## config.mk

```make
export PLATFORM = sky130hd
export DESIGN_NAME = uart_frame_assembler_flat
export DESIGN_NICKNAME = d
export VERILOG_FILES = /design/src/rtl/uart_frame_assembler_if.sv /design/src/rtl/uart_frame_assembler.sv /design/src/flat_wrapper.sv
export SDC_FILE = /design/constraint.sdc
export NUM_CORES = 2
export LEC_CHECK = 0
export ABC_AREA = 1
export ABC_CLOCK_PERIOD_IN_PS = 1610
export CAP_MARGIN = 40
export CORE_MARGIN = 2
export CORE_UTILIZATION = 50
export CTS_BUF_LIST = sky130_fd_sc_hd__clkbuf_4 sky130_fd_sc_hd__clkbuf_8
export CTS_CLUSTER_SIZE = 14
export DETAILED_ROUTE_END_ITERATION = 8
export PLACE_DENSITY = 0.85
export RECOVER_POWER = 25
export SETUP_SLACK_MARGIN = 0.15
export SLEW_MARGIN = 25
export SYNTH_ARGS = -nofsm -noshare
export SYNTH_HDL_FRONTEND = slang
export SYNTH_SLANG_ARGS = --single-unit
```

## constraint.sdc

```tcl
create_clock -name clk_in -period 1.61 [get_ports clk_in]
set_input_delay 0.322 -clock clk_in [delete_from_list [all_inputs] [get_ports clk_in]]
set_output_delay 0.322 -clock clk_in [all_outputs]
set_load 0.01 [all_outputs]
```

## src/rtl/uart_frame_assembler_if.sv

```systemverilog
// Byte-in / frame-out bundle between the UART byte receiver, the frame assembler
// and the message consumer.
interface uart_frame_assembler_if #(
  parameter int unsigned HEADER_SIZE  = 32,
  parameter int unsigned MESSAGE_SIZE = 512
);
  logic                    byte_valid_in;
  logic [7:0]              byte_in;
  logic                    frame_valid_out;
  logic                    frame_ready_in;
  logic [HEADER_SIZE-1:0]  header_out;
  logic [MESSAGE_SIZE-1:0] message_out;
  logic                    overflow_out;
  logic                    timeout_out;

  modport master (
    output byte_valid_in, byte_in, frame_ready_in,
    input  frame_valid_out, header_out, message_out, overflow_out, timeout_out
  );

  modport slave (
    input  byte_valid_in, byte_in, frame_ready_in,
    output frame_valid_out, header_out, message_out, overflow_out, timeout_out
  );
endinterface

```

## src/rtl/uart_frame_assembler.sv

```systemverilog
// Assembles UART bytes MSB-first into header+body frames and presents them on a
// double-buffered valid/ready output; an inter-byte timeout drops partial frames.
module uart_frame_assembler #(
  parameter int unsigned HEADER_SIZE    = 32,
  parameter int unsigned MESSAGE_SIZE   = 512,
  parameter int unsigned TIMEOUT_CYCLES = 10_000
) (
  input  logic                   clk_in,
  input  logic                   rst_in,
  uart_frame_assembler_if.slave  bus
);
  localparam int unsigned HB    = HEADER_SIZE / 8;
  localparam int unsigned MB    = MESSAGE_SIZE / 8;
  localparam int unsigned TB    = HB + MB;
  localparam int unsigned SR_W  = TB * 8;
  localparam int unsigned CNT_W = $clog2(TB + 1);
  localparam int unsigned TO_W  = $clog2(TIMEOUT_CYCLES + 1);

  localparam logic [1:0] S_IDLE   = 2'd0;
  localparam logic [1:0] S_HEADER = 2'd1;
  localparam logic [1:0] S_BODY   = 2'd2;

  localparam logic [CNT_W-1:0] CNT_LAST = CNT_W'(TB - 1);
  localparam logic [CNT_W-1:0] CNT_HB   = CNT_W'(HB);
  localparam logic [CNT_W-1:0] CNT_ONE  = CNT_W'(1);
  localparam logic [TO_W-1:0]  TO_LAST  = TO_W'(TIMEOUT_CYCLES - 1);
  localparam logic [TO_W-1:0]  TO_ONE   = TO_W'(1);

  logic [1:0]              state;
  logic [CNT_W-1:0]        count;
  logic [CNT_W-1:0]        count_inc;
  logic [TO_W-1:0]         idle_cnt;
  logic [SR_W-1:0]         shift_reg;
  logic [SR_W-1:0]         shift_next;
  logic                    frame_done;
  logic                    load;
  logic                    expire;

  logic                    frame_valid;
  logic [HEADER_SIZE-1:0]  header_q;
  logic [MESSAGE_SIZE-1:0] message_q;
  logic                    overflow_q;
  logic                    timeout_q;

  always_comb begin
    shift_next = {shift_reg[SR_W-9:0], bus.byte_in};
    count_inc  = count + CNT_ONE;
    frame_done = bus.byte_valid_in && (count == CNT_LAST);
    // The output buffer is free if empty or being drained on this very edge.
    load       = frame_done && (!frame_valid || bus.frame_ready_in);
    // A strobe on the expiry cycle takes priority over the timeout.
    expire     = (state != S_IDLE) && !bus.byte_valid_in && (idle_cnt == TO_LAST);
  end

  always_ff @(posedge clk_in) begin
    if (rst_in) begin
      state     <= S_IDLE;
      count     <= '0;
      idle_cnt  <= '0;
      shift_reg <= '0;
      timeout_q <= 1'b0;
    end else begin
      timeout_q <= 1'b0;
      if (bus.byte_valid_in) begin
        shift_reg <= shift_next;
        idle_cnt  <= '0;
        if (frame_done) begin
          count <= '0;
          state <= S_IDLE;
        end else begin
          count <= count_inc;
          state <= (count_inc >= CNT_HB) ? S_BODY : S_HEADER;
        end
      end else if (state != S_IDLE) begin
        if (expire) begin
          count     <= '0;
          idle_cnt  <= '0;
          state     <= S_IDLE;
          timeout_q <= 1'b1;
        end else begin
          idle_cnt <= idle_cnt + TO_ONE;
        end
      end else begin
        idle_cnt <= '0;
      end
    end
  end

  always_ff @(posedge clk_in) begin
    if (rst_in) begin
      frame_valid <= 1'b0;
      header_q    <= '0;
      message_q   <= '0;
      overflow_q  <= 1'b0;
    end else begin
      overflow_q <= 1'b0;
      if (load) begin
        frame_valid <= 1'b1;
        header_q    <= shift_next[SR_W-1 -: HEADER_SIZE];
        message_q   <= shift_next[MESSAGE_SIZE-1:0];
      end else begin
        if (frame_done) overflow_q <= 1'b1;
        if (frame_valid && bus.frame_ready_in) frame_valid <= 1'b0;
      end
    end
  end

  assign bus.frame_valid_out = frame_valid;
  assign bus.header_out      = header_q;
  assign bus.message_out     = message_q;
  assign bus.overflow_out    = overflow_q;
  assign bus.timeout_out     = timeout_q;
endmodule
```

## src/flat_wrapper.sv

```systemverilog
// flat-port wrapper written by rule: the top's interface ports become plain ports
module uart_frame_assembler_flat 
#(
  parameter int unsigned HEADER_SIZE    = 32,
  parameter int unsigned MESSAGE_SIZE   = 512,
  parameter int unsigned TIMEOUT_CYCLES = 10_000
)
  (clk_in, rst_in, bus_byte_valid_in, bus_byte_in, bus_frame_ready_in, bus_frame_valid_out, bus_header_out, bus_message_out, bus_overflow_out, bus_timeout_out);
  uart_frame_assembler_if #(.HEADER_SIZE(HEADER_SIZE), .MESSAGE_SIZE(MESSAGE_SIZE)) bus_i ();
  input  logic clk_in;
  input  logic rst_in;
  input wire logic [$bits(bus_i.byte_valid_in)-1:0] bus_byte_valid_in;
  input wire logic [$bits(bus_i.byte_in)-1:0] bus_byte_in;
  input wire logic [$bits(bus_i.frame_ready_in)-1:0] bus_frame_ready_in;
  output wire logic [$bits(bus_i.frame_valid_out)-1:0] bus_frame_valid_out;
  output wire logic [$bits(bus_i.header_out)-1:0] bus_header_out;
  output wire logic [$bits(bus_i.message_out)-1:0] bus_message_out;
  output wire logic [$bits(bus_i.overflow_out)-1:0] bus_overflow_out;
  output wire logic [$bits(bus_i.timeout_out)-1:0] bus_timeout_out;
  assign bus_i.byte_valid_in = bus_byte_valid_in;
  assign bus_i.byte_in = bus_byte_in;
  assign bus_i.frame_ready_in = bus_frame_ready_in;
  assign bus_frame_valid_out = bus_i.frame_valid_out;
  assign bus_header_out = bus_i.header_out;
  assign bus_message_out = bus_i.message_out;
  assign bus_overflow_out = bus_i.overflow_out;
  assign bus_timeout_out = bus_i.timeout_out;
  uart_frame_assembler #(.HEADER_SIZE(HEADER_SIZE), .MESSAGE_SIZE(MESSAGE_SIZE), .TIMEOUT_CYCLES(TIMEOUT_CYCLES)) u_core (.clk_in(clk_in), .rst_in(rst_in), .bus(bus_i));
endmodule
```

==> results.yml <==
sta:
  drv_slew: 0
  timing_hold_violations_final: 0
  fmax_mhz: 515
  grt_setup_unrepaired: "yes"
  setup_violations: 556
  timing.final.ws_setup_ps: -332
  timing.final.crit_share_pct: 121
  tightest_slew_ps: 661
  final.min_clock_period_ps: 1940
  max_slew_margin_pct: 55.9
  fin_skew_ps: 48.5
setup_path:
  crit_slowest_cell: "dfxtp_2"
  worst_setup_path_end_kind: "flop"
  crit_required_ps: 2300
  worstReg2RegStart: "u_core.count[1]"
  start_kind: "flop"
  cp.arrival_ps: 2630
  path_buf_inv: 4
  path_cells: "ha_4 > nand3_4 > nor3_4 > buf_6 > buf_12 > buf_4 > clkbuf_16 > nand3_1 > a21oi_1"
  r2r_slack_ps: -330
  rr_worst_depth: 9
  crit_path_max_incr_delay_ps: 350
  critPathMaxFanout: 21
  crit_family: "buffers and inverters"
  r2r_end: "u_core.bus.message_out[161]"
  worstSetupPathType: "reg2reg"
synth:
  synthCells: 4914
  synth_top_area_share_pct: 57.0
  syn-num-nets: 4928
  synth_seq_cells: 1106
  yosysSeqAreaShare_pct: 57.0
  yosysWarnings: 0
  syn_avg_cell_area_um2: 7.91
  ys_types: 23
  yosysTopAreaCell: "dfxtp_1"
  yosys-top-cells-area: "dfxtp_1 57%, nor2_1 10%, a21oi_1 7.4%"
  synth_area_um2: 38800
power_and_ir_drop:
  p_per_area_nw_per_um2: 1070
  peakVddDrop_v: 0.000804
  p_leak_nw: 20.6
  p_total_mw: 56.1
global_routing:
  antenna_found_initial: 1
  grt_pass1_vias: 35300
  overflow: 0
  grt_pass1_wl_um: 191000
  grt.total_usage_pct: 29.8
  grt_max_degree: 129
min_path:
  hold_depth: 3
  min_path_type: "in2reg"
  hold_end: "u_core.bus.message_out[0]"
  worstHoldStart: "bus_byte_in[0]"
place:
  dpl_worst_slack_ps: -259
  gp_congestion: 0.870
  io_buffers: 558
  post-dp-hpwl_um: 75600
  placed_area_um2: 46300
cts:
  clk_latency_ps: 820
  clock_sinks: 1106
  cts_buffers: 170
  clock_path_buffers: 3
  cts_tree: "done"
  cts_root_buf: "clkbuf_8"
  cts.htree.levels: 4
  clk_pin_slew_ps: 60
cells_and_area:
  fillerInstances: 5426
  fin_util_pct: 67.9
  area_growth_pct: 34.9
  layout-drive-gt1-share_pct: 30.1
  design_area_um2: 52400
  largest_register_ffs: 536
  fin_nets: 5511
route:
  dr_total_vias: 38000
  dr.first_iter.drc_count: 4403
  wl_per_cell_um: 19.3
  drt_wl_total_um: 128000
  postRouteAntennaNets: 0
  drt_first_pass_iters: 6
  remaining_drc_errors: 0
  routed_via_density: 5.71
floorplanning:
  die_area_um2: 79900
  fp-row-count: 102
  io_pins: 559
  die_h_um: 283
  coreArea_um2: 77200
  chipWidth_um: 283
  start_util_pct: 50.3
run_status:
  outcome: "finished with violations"
  violations: "setup timing"
job:
  maxCapViolCount: 0
-- per-layer routing --
metal,part of all wire [%],GRT usage (%)
met1,38,36.7
met2,47,48.5
met3,9.1,6.75
met4,5.5,16.1
met5,0,0
-- cells in the final DEF, fill, tap and decap left out, drive strengths merged, types with 13 or more instances in the layout --
| master | count |
|---|---|
| dfxtp | 1106 |
| clkbuf | 277 |
| buf | 814 |
| nor3 | 13 |
| nand2 | 581 |
| a21oi | 575 |
| inv | 33 |
| nor2 | 1061 |
| nand3 | 568 |
| o21ai | 538 |
| clkinv | 15 |
-- cell usage after synthesis, drive strengths merged --
library cell,n
o21ai,538
nor3,13
o21bai,1
nor4,2
nor2,1061
nand4,3
or2,2
ha,2
xor2,5
nand2,581
nor3b,3
dfxtp,1106
a21oi,575
clkinv,1
buf,100
nand3,568
inv,28
clkbuf,325
-- final cells by class --
class | instances | area, um2 | share of cell area, %
sequential | 1106 | 22900 | 43.6
multi-input combinational | 3354 | 14900 | 28.4
timing repair buffer | 836 | 9640 | 18.4
clock buffer | 267 | 3300 | 6.29
tap | 1040 | 1300 | 2.48
clock inverter | 25 | 289 | 0.551
inverter | 29 | 124 | 0.236
antenna | 2 | 5.00 | 0.00955
-- power by group --
group	total, mW	internal, mW	switching, mW
Clock	24.7	13.6	11.0
Sequential	29.0	28.2	0.805
Combinational	2.44	0.817	1.62
-- per-stage QoR --
stage	cells	setup TNS, ps	hold WS (ps)
4_1_cts	6638	-91270	75.4
2_1_floorplan	4914	0	418
3_5_place_dp	6269	-103180	436
6_report	6659	-113270	146
3_3_place_gp	6269	-95750	427
5_1_grt	6659	-169590	141
-- cell families after synthesis --
family	synth area share, %
AND/OR/NAND/NOR	23.5
AO/OA/AOI/OAI	14.4
flip-flops	57.0
buffers and inverters	4.94
XOR/XNOR	0.113
adder cells (fa/ha/maj)	0.0644
-- how the worst max path moves through the flow --
stage	startpoint	end	slack [ps]	cells past startpoint
2_1_floorplan	u_core.count[1]	u_core.bus.message_out[191]	40	8
3_3_place_gp	bus_frame_ready_in	u_core.bus.message_out[154]	-240	7
3_5_place_dp	bus_frame_ready_in	u_core.bus.message_out[171]	-260	7
4_1_cts	u_core.count[1]	u_core.bus.message_out[160]	-220	7
5_1_grt	u_core.count[1]	u_core.bus.message_out[216]	-400	10
6_report	u_core.count[1]	u_core.bus.message_out[161]	-330	9
-- timing repair --
action / in CTS / in global routing
endpoints found under the hold margin: 81 / 0
gates cloned: 2 / 11
pin swaps: 3 / 3
hold buffers: 1 / 0
resized for setup: 3395 / 31
buffers inserted: 74 / 8
setup endpoints to repair: 1116 / 1116
-- worst reg2reg max path: stages (launching register included) --
cell and delay [ps]:
dfxtp_2 350, ha_4 150, nand3_4 90, nor3_4 220, buf_6 140, buf_12 130
buf_4 180, clkbuf_16 230, nand3_1 90, a21oi_1 230
Power figures use the tool's default switching activity.
